$ cat src/rtl/bcd_digit_multiplier_if.sv
// Start/done handshake bundle for the BCD digit multiplier.
// The master drives the operands and start; the slave returns status and the product.
interface bcd_digit_multiplier_if #(
    parameter int DIGITS = 3
);
    logic                    start;
    logic [4*DIGITS-1:0]     a;
    logic [3:0]              m;
    logic                    busy;
    logic                    done;
    logic                    err;
    logic [4*(DIGITS+1)-1:0] q;

    modport master (output start, a, m, input busy, done, err, q);
    modport slave  (input start, a, m, output busy, done, err, q);
endinterface

$ cat src/rtl/bcd_digit_multiplier.sv
// Packed-BCD multiplicand times one BCD digit, one digit per clock,
// least-significant digit first, with a decimal carry chain.
module bcd_digit_multiplier #(
    parameter int DIGITS = 3
) (
    input  logic                 clk,
    input  logic                 reset,
    bcd_digit_multiplier_if.slave bus
);
    localparam int AW    = 4 * DIGITS;
    localparam int IDX_W = (DIGITS > 1) ? $clog2(DIGITS) : 1;
    localparam logic [IDX_W-1:0] LAST_IDX = IDX_W'(DIGITS - 1);

    typedef enum logic [1:0] {IDLE, RUN, DONE} state_t;

    state_t           state_q, state_d;
    logic [IDX_W-1:0] idx_q, idx_d;
    logic [3:0]       carry_q, carry_d;
    logic             err_q, err_d;
    logic [AW+3:0]    q_q, q_d;
    logic [AW-1:0]    a_q, a_d;
    logic [AW-1:0]    acc_q, acc_d;
    logic [3:0]       m_q, m_d;
    logic [3:0]       cur_digit;
    logic [6:0]       prod;

    function automatic logic operands_ok(input logic [AW-1:0] av, input logic [3:0] mv);
        logic ok;
        ok = (mv <= 4'd9);
        for (int i = 0; i < DIGITS; i++) begin
            if (av[4*i +: 4] > 4'd9) ok = 1'b0;
        end
        return ok;
    endfunction

    // Digit product plus incoming carry never exceeds 9*9+8 = 89.
    function automatic logic [6:0] mac_digit(input logic [3:0] d, input logic [3:0] mv,
                                             input logic [3:0] c);
        return 7'(d) * 7'(mv) + 7'(c);
    endfunction

    function automatic logic [3:0] dec_lo(input logic [6:0] p);
        return 4'(p % 7'd10);
    endfunction

    function automatic logic [3:0] dec_hi(input logic [6:0] p);
        return 4'(p / 7'd10);
    endfunction

    always_comb begin
        state_d   = state_q;
        idx_d     = idx_q;
        carry_d   = carry_q;
        err_d     = err_q;
        q_d       = q_q;
        a_d       = a_q;
        m_d       = m_q;
        acc_d     = acc_q;
        cur_digit = a_q[4*int'(idx_q) +: 4];
        prod      = mac_digit(cur_digit, m_q, carry_q);

        unique case (state_q)
            IDLE: begin
                if (bus.start) begin
                    a_d     = bus.a;
                    m_d     = bus.m;
                    idx_d   = '0;
                    carry_d = '0;
                    err_d   = 1'b0;
                    if (!operands_ok(bus.a, bus.m)) begin
                        err_d   = 1'b1;
                        q_d     = '0;
                        state_d = DONE;
                    end else begin
                        state_d = RUN;
                    end
                end
            end
            RUN: begin
                acc_d[4*int'(idx_q) +: 4] = dec_lo(prod);
                carry_d                   = dec_hi(prod);
                if (idx_q == LAST_IDX) begin
                    // acc_d already holds the digit produced this cycle.
                    q_d     = {dec_hi(prod), acc_d};
                    state_d = DONE;
                end else begin
                    idx_d = idx_q + 1'b1;
                end
            end
            DONE:    state_d = IDLE;
            default: state_d = IDLE;
        endcase
    end

    always_ff @(posedge clk or posedge reset) begin
        if (reset) begin
            state_q <= IDLE;
            idx_q   <= '0;
            carry_q <= '0;
            err_q   <= 1'b0;
            q_q     <= '0;
        end else begin
            state_q <= state_d;
            idx_q   <= idx_d;
            carry_q <= carry_d;
            err_q   <= err_d;
            q_q     <= q_d;
        end
    end

    // Operand and scratch registers are only read in RUN, so they need no reset.
    always_ff @(posedge clk) begin
        a_q   <= a_d;
        m_q   <= m_d;
        acc_q <= acc_d;
    end

    assign bus.busy = (state_q != IDLE);
    assign bus.done = (state_q == DONE);
    assign bus.err  = err_q;
    assign bus.q    = q_q;
endmodule

$ cat src/flat_wrapper.sv
// flat-port wrapper written by rule: the top's interface ports become plain ports
module bcd_digit_multiplier_flat 
#(
    parameter int DIGITS = 3
)
  (clk, reset, bus_start, bus_a, bus_m, bus_busy, bus_done, bus_err, bus_q);
  bcd_digit_multiplier_if #(.DIGITS(DIGITS)) bus_i ();
  input  logic clk;
  input  logic reset;
  input wire logic [$bits(bus_i.start)-1:0] bus_start;
  input wire logic [$bits(bus_i.a)-1:0] bus_a;
  input wire logic [$bits(bus_i.m)-1:0] bus_m;
  output wire logic [$bits(bus_i.busy)-1:0] bus_busy;
  output wire logic [$bits(bus_i.done)-1:0] bus_done;
  output wire logic [$bits(bus_i.err)-1:0] bus_err;
  output wire logic [$bits(bus_i.q)-1:0] bus_q;
  assign bus_i.start = bus_start;
  assign bus_i.a = bus_a;
  assign bus_i.m = bus_m;
  assign bus_busy = bus_i.busy;
  assign bus_done = bus_i.done;
  assign bus_err = bus_i.err;
  assign bus_q = bus_i.q;
  bcd_digit_multiplier #(.DIGITS(DIGITS)) u_core (.clk(clk), .reset(reset), .bus(bus_i));
endmodule
$ cat config.mk
export PLATFORM = sky130hd
export DESIGN_NAME = bcd_digit_multiplier_flat
export DESIGN_NICKNAME = d
export VERILOG_FILES = /design/src/rtl/bcd_digit_multiplier_if.sv /design/src/rtl/bcd_digit_multiplier.sv /design/src/flat_wrapper.sv
export SDC_FILE = /design/constraint.sdc
export NUM_CORES = 1
export LEC_CHECK = 0
export CAP_MARGIN = 5
export CORE_UTILIZATION = 51
export DETAILED_ROUTE_END_ITERATION = 8
export GPL_TIMING_DRIVEN = 0
export PLACE_DENSITY = 0.77
export SLEW_MARGIN = 25
export SYNTH_ARGS = -nofsm -noshare
export SYNTH_HDL_FRONTEND = slang
export SYNTH_SLANG_ARGS = --single-unit
$ cat constraint.sdc
create_clock -name clk -period 5.7 [get_ports clk]
set_input_delay 0.855 -clock clk [delete_from_list [all_inputs] [get_ports clk]]
set_output_delay 0.855 -clock clk [all_outputs]
set_load 0.05 [all_outputs]
# Yosys cells after proc, flatten, opt, wreduce, memory -nomap -nowiden

Cells that the tools add are included.

Register bits: 53
Output and inout port bits: 19

Shift operators: 3
Reduce and logical (&&, ||, !) cells: 8
$lt $le $gt $ge: 4
Add/subtract/negate cells: 3
Multiply operators: 1
Eq/ne operators: 7
Div/mod/pow operators: 2
Muxes and demuxes: 20

Operators with widths:

| kind                                                  | number |
|---|---|
| two-way mux 16 bit                                    | 3 |
| negation 4 -> 33 bit                                  | 1 |
| variable shift 4 x 33 -> 12 bit, first input constant | 1 |
| indexed part select 4 x 33 -> 12 bit                  | 1 |
| one-hot mux 16 bit (2 select lines)                   | 1 |
| bitwise mux 12 bit                                    | 1 |
| > comparator 4 bit, second input constant             | 3 |
| indexed part select 12 x 5 -> 4 bit                   | 1 |
| two-way mux 2 bit                                     | 5 |
| one-hot mux 2 bit (2 select lines)                    | 2 |
| one-hot mux 4 bit (2 select lines)                    | 1 |
| adder 7 x 4 -> 7 bit                                  | 1 |
| divider 7 x 4 -> 7 bit, second input constant         | 1 |
| modulo 7 x 4 -> 7 bit, second input constant          | 1 |
| multiplier 4 x 4 -> 7 bit                             | 1 |
| two-way mux 1 bit                                     | 6 |
| inequality test 2 bit, second input constant          | 3 |
| AND reduction 2 bit                                   | 3 |
| == test 2 bit, second input constant                  | 2 |
| less-or-equal comparator 4 bit, second input constant | 1 |
| two-way mux 4 bit                                     | 1 |
| AND reduction 4 bit                                   | 1 |
| nonzero test 2 bit                                    | 2 |
| AND reduction 3 bit                                   | 1 |
| 4 further kinds                                       | 4 |

# Logic depth before layout (Yosys ltp)

Gate-level depths: netlist of run 1.

Depth after elaboration: 9
Depth in mapped cells: 28

# Worst setup path before layout of run 1

Ideal clock, no wire load.

Kind: flip-flop to flip-flop
From: reg u_core.idx_q[0]
To: reg u_core.acc_q[2], data pin
Data required time: 5,440 ps
Path buffers: 1
Setup slack: -105 ps
Arrival: 5,544 ps
Stages on the path, launching flop included: 25
Cells stage by stage: dfrtp_1 buf_2 mux2i_1 o21ai_0 nand2_1 fa_1 fa_1 fa_1 inv_1 ha_1 a21o_1 a21oi_1 xor2_1 nor2_1 nor3_1 a31oi_1 and2_1 ha_1 inv_1 nand3_1 o32a_1 nand3_1 a21o_1 a32o_1 o21ai_1

Longest elaborated chain between the ends: 6
Elaborated cells on any way between the ends: 8
Classes of those cells: add/sub: 2; mul: 1; div: 1; shift: 3; mux: 1

RTL lines:

| what                                 | line                        | text |
|---|---|---|
| start, declared                      | bcd_digit_multiplier.sv:17  | `logic [IDX_W-1:0] idx_q, idx_d;` |
| start signal, assigned               | bcd_digit_multiplier.sv:104 | `idx_q <= idx_d;` |
| indexed part select 12 x 5 -> 4 bit  | bcd_digit_multiplier.sv:59  | `cur_digit = a_q[4*int'(idx_q) +: 4];` |
| multiplier 4 x 4 -> 7 bit            | bcd_digit_multiplier.sv:39  | `return 7'(d) * 7'(mv) + 7'(c);` |
| adder 7 x 4 -> 7 bit                 | bcd_digit_multiplier.sv:39  |  |
| modulo 7 x 4 -> 7 bit                | bcd_digit_multiplier.sv:43  | `return 4'(p % 7'd10);` |
| indexed part select 4 x 33 -> 12 bit | bcd_digit_multiplier.sv:80  | `acc_d[4*int'(idx_q) +: 4] = dec_lo(prod);` |
| bitwise mux 12 bit (*)               | bcd_digit_multiplier.sv:80  |  |
| end signal, assigned                 | bcd_digit_multiplier.sv:115 | `acc_q <= acc_d;` |
| end, declared                        | bcd_digit_multiplier.sv:22  | `logic [AW-1:0] acc_q, acc_d;` |

Every way passes the cells marked *; elsewhere a longest branch is shown, timed or not.
A chain may end at the register's enable or synchronous reset.

# Worst setup path after layout of run 1

From: reg u_core.idx_q[0]
To: reg u_core.acc_q[9], data pin

The elaborated chain is that of the path after synthesis.

==> summary.txt, run 1 <==
CTS
  – TritonCTS buffer count: 5
  – Hold_buf cts: 0
  – Longest Clk Path Bufs: 2
  – Clock Latency Late Sink: 320 ps
  – Clock slew at reported path FFs: 110 ps
  – Clock root buffer: clkbuf_8
  – # H-tree levels: 2
  – Clk sinks: 53
  – CTS tree: yes

Floorplan
  – Total I/O pin count: 38
  – Starting density of the core: 54.42%
  – Core ar.: 6061 sq um
  – Die Span Y: 82.42 um
  – Die area: 6792 sq um
  – # rows: 28
  – Die width: 82.42 um

Detailed routing
  – DRT Wirelength: 7660 um
  – Vias: 2,732
  – Metal-1 WL: 3383 um
  – Avg WL per Cell: 16.87 um
  – 1st-iter DRT viols: 162
  – Top routing layer in use: met4
  – DRT Pass-1 Iters: 4
  – Met2 wire len: 3734 um
  – Via-per-instance ratio: 6.018
  – Drc violations: 0
  – Met3 Wirelength: 381 um
  – Post-route ant nets: 0

Synthesis
  – Compound-gate portion of the synthesized area: 18.51%
  – Synthesized Nets: 362
  – Cell area after synthesis: 3298 sq um
  – Seq/Total Area, Yosys: 44.46%
  – Largest family of logic cells by synthesized area: compound AO/OA/AOI/OAI gates
  – Unique masters post-synth: 53
  – Warnings from Yosys: 0
  – Synth area leaders: edfxtp_1, dfrtp_1, ha_1
  – Number of synthesized flops with an enable pin: 28
  – Fraction of registers with async set/reset: 47.17%
  – Yosys top cell by area: edfxtp_1
  – Yosys reg bits: 53
  – Synth Area in Adders: 11.61%
  – Synth top area share: 25.49%
  – Post-Synth XOR/XNOR Area: 3.376%
  – Post-synthesis mux area share: 2.807%
  – Post-Syn Instances: 316
  – Ys flop type: edfxtp_1
  – Synth Area in Simple Gates: 15.55%
  – Syn_area_per_cell: 10.44 sq um

Global routing
  – Antenna violations before repair: 0
  – Total GRT Usage: 23.54%
  – Global-route wire length before repair: 11,920 um
  – Grt total ovfl: 0
  – Largest net degree at the start of global routing: 26
  – Vias in the first global route: 2,528

STA
  – Tcrit/Tclk final: 98.88%
  – Fin crit period: 5636 ps
  – Final hold vios: 0
  – Hold WS: 489.8 ps
  – Slew headroom: 57.17%
  – Post-route worst setup slack: 63.91 ps
  – RSZ-0062 raised after global routing: yes
  – Max-slew violations: 0
  – Setup TNS: 0 ps
  – Worst slew pin tran: 639.7 ps
  – Peak Freq: 177.4 MHz
  – Clk_skew: 15.24 ps
  – Final setup vio count: 0

Critical path
  – Max incr delay on CP: 500 ps
  – Setup Crit Path Kind: flip-flop to flip-flop
  – Buf/Inv on CP: 4
  – Crit end category: flip-flop
  – Crit path arrival time: 5720 ps
  – Worst Path Required: 5780 ps
  – Crit-path leading delay family: compound AO/OA/AOI/OAI gates
  – Critical Path Source Type: flip-flop
  – Crit Path Max Fanout: 6
  – Slowest CP cell: fa_1

Placed design
  – PortBufs: 37
  – GP Congestion: 0.8919
  – Pre-CTS setup slack: -743.3 ps
  – Placed cell area: 3782 sq um
  – DP HPWL: 5320 um

Outcome
  – Outcome: finished, final reports clean

Finish
  – Share of layout cells above drive strength 1: 21.11%
  – Synth-to-Final Area Change: 26.37%
  – Final Cell Area: 4168 sq um
  – Diode count: 0
  – Nets: 424

Job
  – Number of maximum-capacitance violations: 0

Worst hold path
  – Hold WC Path Type: flip-flop to flip-flop
worst reg2reg max path: cells and delay by family, from the launching register on:
| kind | cells | cell delay, ps |
|---|---|---|
| adder cells (fa/ha/maj) | 5 | 1670 |
| multiplexers | 2 | 280 |
| buffers and inverters | 4 | 420 |
| AO/OA/AOI/OAI | 9 | 1790 |
| AND/OR/NAND/NOR | 6 | 870 |
| flip-flops | 1 | 410 |
logic make-up (layout without fill, tap and decap cells):
family | count (synthesis) | count (layout)
muxes | 9 | 9
AOI/OAI and AO/OA | 88 | 88
adders and majority gates | 27 | 27
buffers and inverters | 27 | 90
xor gates and xnor gates | 11 | 11
and+or+nand+nor | 101 | 101
DFF | 53 | 53
state kept, by name (all words and copies together) (netlist names):
register and cells:
u_core.bus.q 16, u_core.acc_q 12, u_core.m_q 4, u_core.idx_q 2
u_core.state_q 2, u_core.bus.err 1, u_core.carry_q 4, u_core.a_q 12
stage by stage:
stage               instances  utilization, %
floorplan                 316               -
global placement          428           62.20
CTS                       443           65.98
detailed placement        429           62.41
global route              454           68.77
finish                    454           68.77
metal layers:
layer | global-route usage (%) | vias to the layer above
li1 | - | 1289
met1 | 31.65 | 1323
met2 | 37.93 | 102
met3 | 4.396 | 18
met4 | 8.421 | 0
met5 | 0 | -
layout by cell type, fill, tap and decap left out, drive strengths merged, types with 3 or more instances in the layout:
cell type and n:
mux2i 7, o31ai 3, o22ai 4, inv 20
clkdlybuf4s50 37, clkbuf 7, buf 24, nor4 3
nand2b 10, edfxtp 28, ha 21, xor2 3
o21ai 29, a21o 5, nand2 36, o211ai 4
nand3 8, fa 6, a21oi 12, a31o 3
xnor2 7, nor2 10, and3 4, a31oi 3
and2 17, dfrtp 25, o221ai 9
worst paths after layout:
path | startpoint | to | slack [ps] | cells after the start
max | u_core.idx_q[0]$_DFFE_PP0P_ | u_core.acc_q[9]$_DFFE_PP_ | 60 | 26
min | u_core.bus.q[14]$_DFFE_PP0P_ | u_core.bus.q[14]$_DFFE_PP0P_ | 490 | 2
max reg2reg | u_core.idx_q[0]$_DFFE_PP0P_ | u_core.acc_q[9]$_DFFE_PP_ | 60 | 26
min reg2reg | u_core.bus.q[14]$_DFFE_PP0P_ | u_core.bus.q[14]$_DFFE_PP0P_ | 490 | 2
max in group asynchronous | reset | u_core.idx_q[1]$_DFFE_PP0P_ | 4420 | 2
min in group asynchronous | reset | u_core.bus.q[3]$_DFFE_PP0P_ | 890 | 2
synth_stat cells, types with 2 or more instances:
cell type / n
dfrtp_1: 25
mux2_2: 2
o211ai_1: 4
or2_2: 2
nor2_1: 10
buf_6: 2
and2_0: 2
nor2b_1: 2
a32o_1: 2
nand2b_1: 10
xor2_1: 3
a311o_1: 2
o21ai_0: 16
a22o_1: 2
nand4_1: 2
fa_1: 6
and2_1: 15
nor4_1: 3
a31o_2: 3
and3_1: 4
o221ai_1: 9
a21o_1: 5
a22oi_1: 2
o21a_1: 2
edfxtp_1: 28
xnor2_1: 7
nor3_1: 2
a21oi_1: 12
nand3_1: 8
clkbuf_1: 2
ha_1: 21
o31ai_2: 2
nand2_1: 36
inv_1: 19
a31oi_1: 2
o22ai_1: 4
buf_2: 4
o21ai_1: 12
mux2i_1: 7
o21bai_1: 2
repair_timing:
item,CTS,global route
buffers inserted,6,11
endpoints found under the setup margin,19,16
gates resized for setup,24,20
pin swaps,7,20
gates cloned,0,0
final cells by class:
cell class | instances | area (sq um)
Fill cell | 469 | 1893
Multi-Input combinational cell | 236 | 1876
Sequential cell | 53 | 1468
Timing Repair Buffer | 55 | 505.5
Tap cell | 75 | 93.84
Inverter | 19 | 73.82
Clock buffer | 5 | 68.82
Buffer | 8 | 57.56
Clock inverter | 3 | 25.02
Power of run 1 is left out: the tool's default activity adds up to more than one toggle a clock period on the data nets, which glitch-free logic cannot reach.
==> run 2: changes to the inputs <==
- ABC_AREA: unset -> 1
==> run 2 against run 1 <==
Hold slack gained 1.9 ps. Via count is 8.5% lower. Synthesized cell count grew 11%. Critical path type unchanged. Largest cell class unchanged.
==> summary.txt, run 2 <==
Floorplan
  – Die area: 6602 sq um (-2.8%)
  – Core ar.: 5991 sq um (-1.2%)
  – Die width: 81.25 um (-1.4%)
  – Starting density of the core: 53.47% (-0.95 points)
  – # rows: 28 (unchanged)
  – Die Span Y: 81.25 um (-1.4%)
  – Total I/O pin count: 38 (unchanged)

Synthesis
  – Ys flop type: edfxtp_1
  – Post-Syn Instances: 350 (+11%)
  – Synth top area share: 26.25% (+0.76 points)
  – Fraction of registers with async set/reset: 47.17% (unchanged)
  – Cell area after synthesis: 3203 sq um (-2.9%)
  – Warnings from Yosys: 0 (unchanged)
  – Synthesized Nets: 396 (+9.4%)
  – Yosys top cell by area: edfxtp_1
  – Yosys reg bits: 53 (unchanged)
  – Unique masters post-synth: 35 (-34%)
  – Number of synthesized flops with an enable pin: 28 (unchanged)
  – Synth cell count leaders: nand2_1, inv_1, edfxtp_1, dfrtp_1, nor2_1
  – Top-count cell post-synth: nand2_1
  – Synth area leaders: edfxtp_1, dfrtp_1, nand2_1
  – Syn_area_per_cell: 9.152 sq um (-12%)
  – Seq/Total Area, Yosys: 45.78% (+1.3 points)

Placed design
  – DP HPWL: 4518 um (-15%)
  – PortBufs: 37 (unchanged)
  – Placed cell area: 3685 sq um (-2.6%)
  – GP Congestion: 0.8453 (-5.2%)

Critical path
  – Slowest CP cell: fa_1
  – Crit Path Max Fanout: 9 (+3)
  – Worst Path Required: 5770 ps (about the same)
  – Setup Crit Path Kind: flip-flop to flip-flop
  – Critical Path Source Type: flip-flop
  – Crit path arrival time: 5430 ps (-290 ps)
  – CP most frequent cell: nand2_2
  – Crit end category: flip-flop
  – Max incr delay on CP: 580 ps (+80 ps)

Global routing
  – Antenna violations before repair: 0 (unchanged)
  – Largest net degree at the start of global routing: 26 (unchanged)
  – Global-route wire length before repair: 10,130 um (-15%)
  – Vias in the first global route: 2,293 (-9.3%)
  – Total GRT Usage: 20.12% (-3.4 points)
  – Grt total ovfl: 0 (unchanged)

Finish
  – Max reg flops: 16 (unchanged)
  – Share of layout cells above drive strength 1: 18.81% (-2.3 points)
  – Diode count: 0 (unchanged)
  – Synth-to-Final Area Change: 23.12%
  – Most common cell after layout, fill and taps aside: nand2_1
  – Final Cell Area: 3944 sq um (-5.4%)
  – Fill cells: 478 (+1.9%)
  – Nets: 449 (+5.9%)
  – Storage cell area: 1468 sq um (unchanged)
  – Area of the multi-input gates: 1597 sq um (-15%)
  – Commonest non-fill, non-tap cells in the layout: nand2_1, inv_1, clkdlybuf4s50_1

STA
  – Peak Freq: 186.5 MHz (+5.1%)
  – Final hold vios: 0 (unchanged)
  – Tcrit/Tclk final: 94.05% (-4.8 points)
  – Slew headroom: 55.67% (-1.5 points)
  – Clk_skew: 9.980 ps (-5.262 ps)
  – Max-slew violations: 0 (unchanged)
  – Worst slew pin tran: 658.8 ps (+19.17 ps)
  – Fin crit period: 5361 ps (-275.4 ps)
  – Final setup vio count: 0 (unchanged)

CTS
  – Clock Latency Late Sink: 310 ps (about the same)
  – Longest Clk Path Bufs: 2 (unchanged)
  – Clock root buffer: clkbuf_8
  – # H-tree levels: 2 (unchanged)
  – CTS tree: yes
  – Clk sinks: 53 (unchanged)
  – Clock slew at reported path FFs: 100 ps (about the same)
  – TritonCTS buffer count: 5 (unchanged)

Detailed routing
  – Met2 wire len: 3062 um (-18%)
  – Post-route ant nets: 0 (unchanged)
  – DRT Pass-1 Iters: 4 (unchanged)
  – 1st-iter DRT viols: 105 (-35%)
  – DRT Wirelength: 6303 um (-18%)
  – Drc violations: 0 (unchanged)
  – Via-per-instance ratio: 5.219 (-13%)
  – Metal-1 WL: 2958 um (-13%)
  – Met3 Wirelength: 214 um (-44%)
  – Vias: 2,500 (-8.5%)
  – Top routing layer in use: met4
  – Avg WL per Cell: 13.16 um (-22%)

Outcome
  – Outcome: finished, final reports clean

Worst hold path
  – Hold WC Path Type: flip-flop to flip-flop

Job
  – Number of maximum-capacitance violations: 0 (unchanged)
run 2: changes by cell type after synthesis, moves of 11 or more:
cell	delta
and2_1	-15
inv_1	+28
nand2_1	+50
nand2_2	+14
nand3_1	+13
nor2_1	+15
o21ai_1	-11
run 2: logic make-up (layout without fill, tap and decap cells):
| kind of cell | count (synthesis) | count (layout) | share of synthesized area (%) |
|---|---|---|---|
| DFF | 53 | 53 | 45.78 |
| adders and majority gates | 27 | 27 | 11.95 |
| AOI/OAI and AO/OA | 35 | 35 | 7.422 |
| xor gates and xnor gates | 2 | 2 | 0.7814 |
| buffers and inverters | 57 | 111 | 6.992 |
| and+or+nand+nor | 176 | 176 | 27.07 |
run 2: worst paths after layout:
kind                            cells after the start  slack (ps)                       endpoint                         from
worst max register to register                     34         340      u_core.acc_q[1]$_DFFE_PP_  u_core.idx_q[0]$_DFFE_PP0P_
worst min-delay path                                2         490    u_core.bus.q[2]$_DFFE_PP0P_  u_core.bus.q[2]$_DFFE_PP0P_
min in group asynchronous                           2         890  u_core.carry_q[0]$_DFFE_PP0P_                        reset
worst max-delay path                               34         340      u_core.acc_q[1]$_DFFE_PP_  u_core.idx_q[0]$_DFFE_PP0P_
worst min register to register                      2         490    u_core.bus.q[2]$_DFFE_PP0P_  u_core.bus.q[2]$_DFFE_PP0P_
max in group asynchronous                           2        4440    u_core.idx_q[1]$_DFFE_PP0P_                        reset
run 2: timing repair:
item                                    4_1_cts  5_1_grt
setup buffers                                 0        8
pin swaps                                     0       18
hold buffers                                  0        0
endpoints found under the setup margin       13       20
gates resized for setup                       5       21
run 2: final cells by class:
class / count / area share, %
Multi-Input combinational cell: 240 / 40.48
Sequential cell: 53 / 37.21
Timing Repair Buffer: 46 / 11.29
Inverter: 54 / 5.203
Tap cell: 75 / 2.379
Clock buffer: 5 / 1.745
Clock inverter: 3 / 1.206
Buffer: 3 / 0.4759
run 2: critical path, delay by kind of cell (launching register included):
| family | cells | cell delay, ps |
|---|---|---|
| simple gates | 19 | 1820 |
| compound gates | 3 | 430 |
| fa+ha+maj | 5 | 1930 |
| flops | 1 | 400 |
| buf+inv | 7 | 500 |
run 2: per-stage QoR:
stage	utilization, %	instances	hold WS, ps	TNS, ps	setup WS (ps)
2_1_floorplan	-	350	482.2	0	455.7
3_3_place_gp	61.22	462	463.0	0	62.92
3_5_place_dp	61.51	463	464.2	-891.3	-102.8
4_1_cts	63.53	471	497.1	0	12.17
5_1_grt	65.83	479	508.7	-66.88	-24.09
6_report	65.83	479	491.7	0	339.3
run 2: layer usage:
metal	vias up	global-route usage (%)
li1	1252	-
met1	1185	26.43
met2	57	33.87
met3	6	2.472
met4	0	7.679
met5	-	0
Power of run 2 is left out for the same reason.
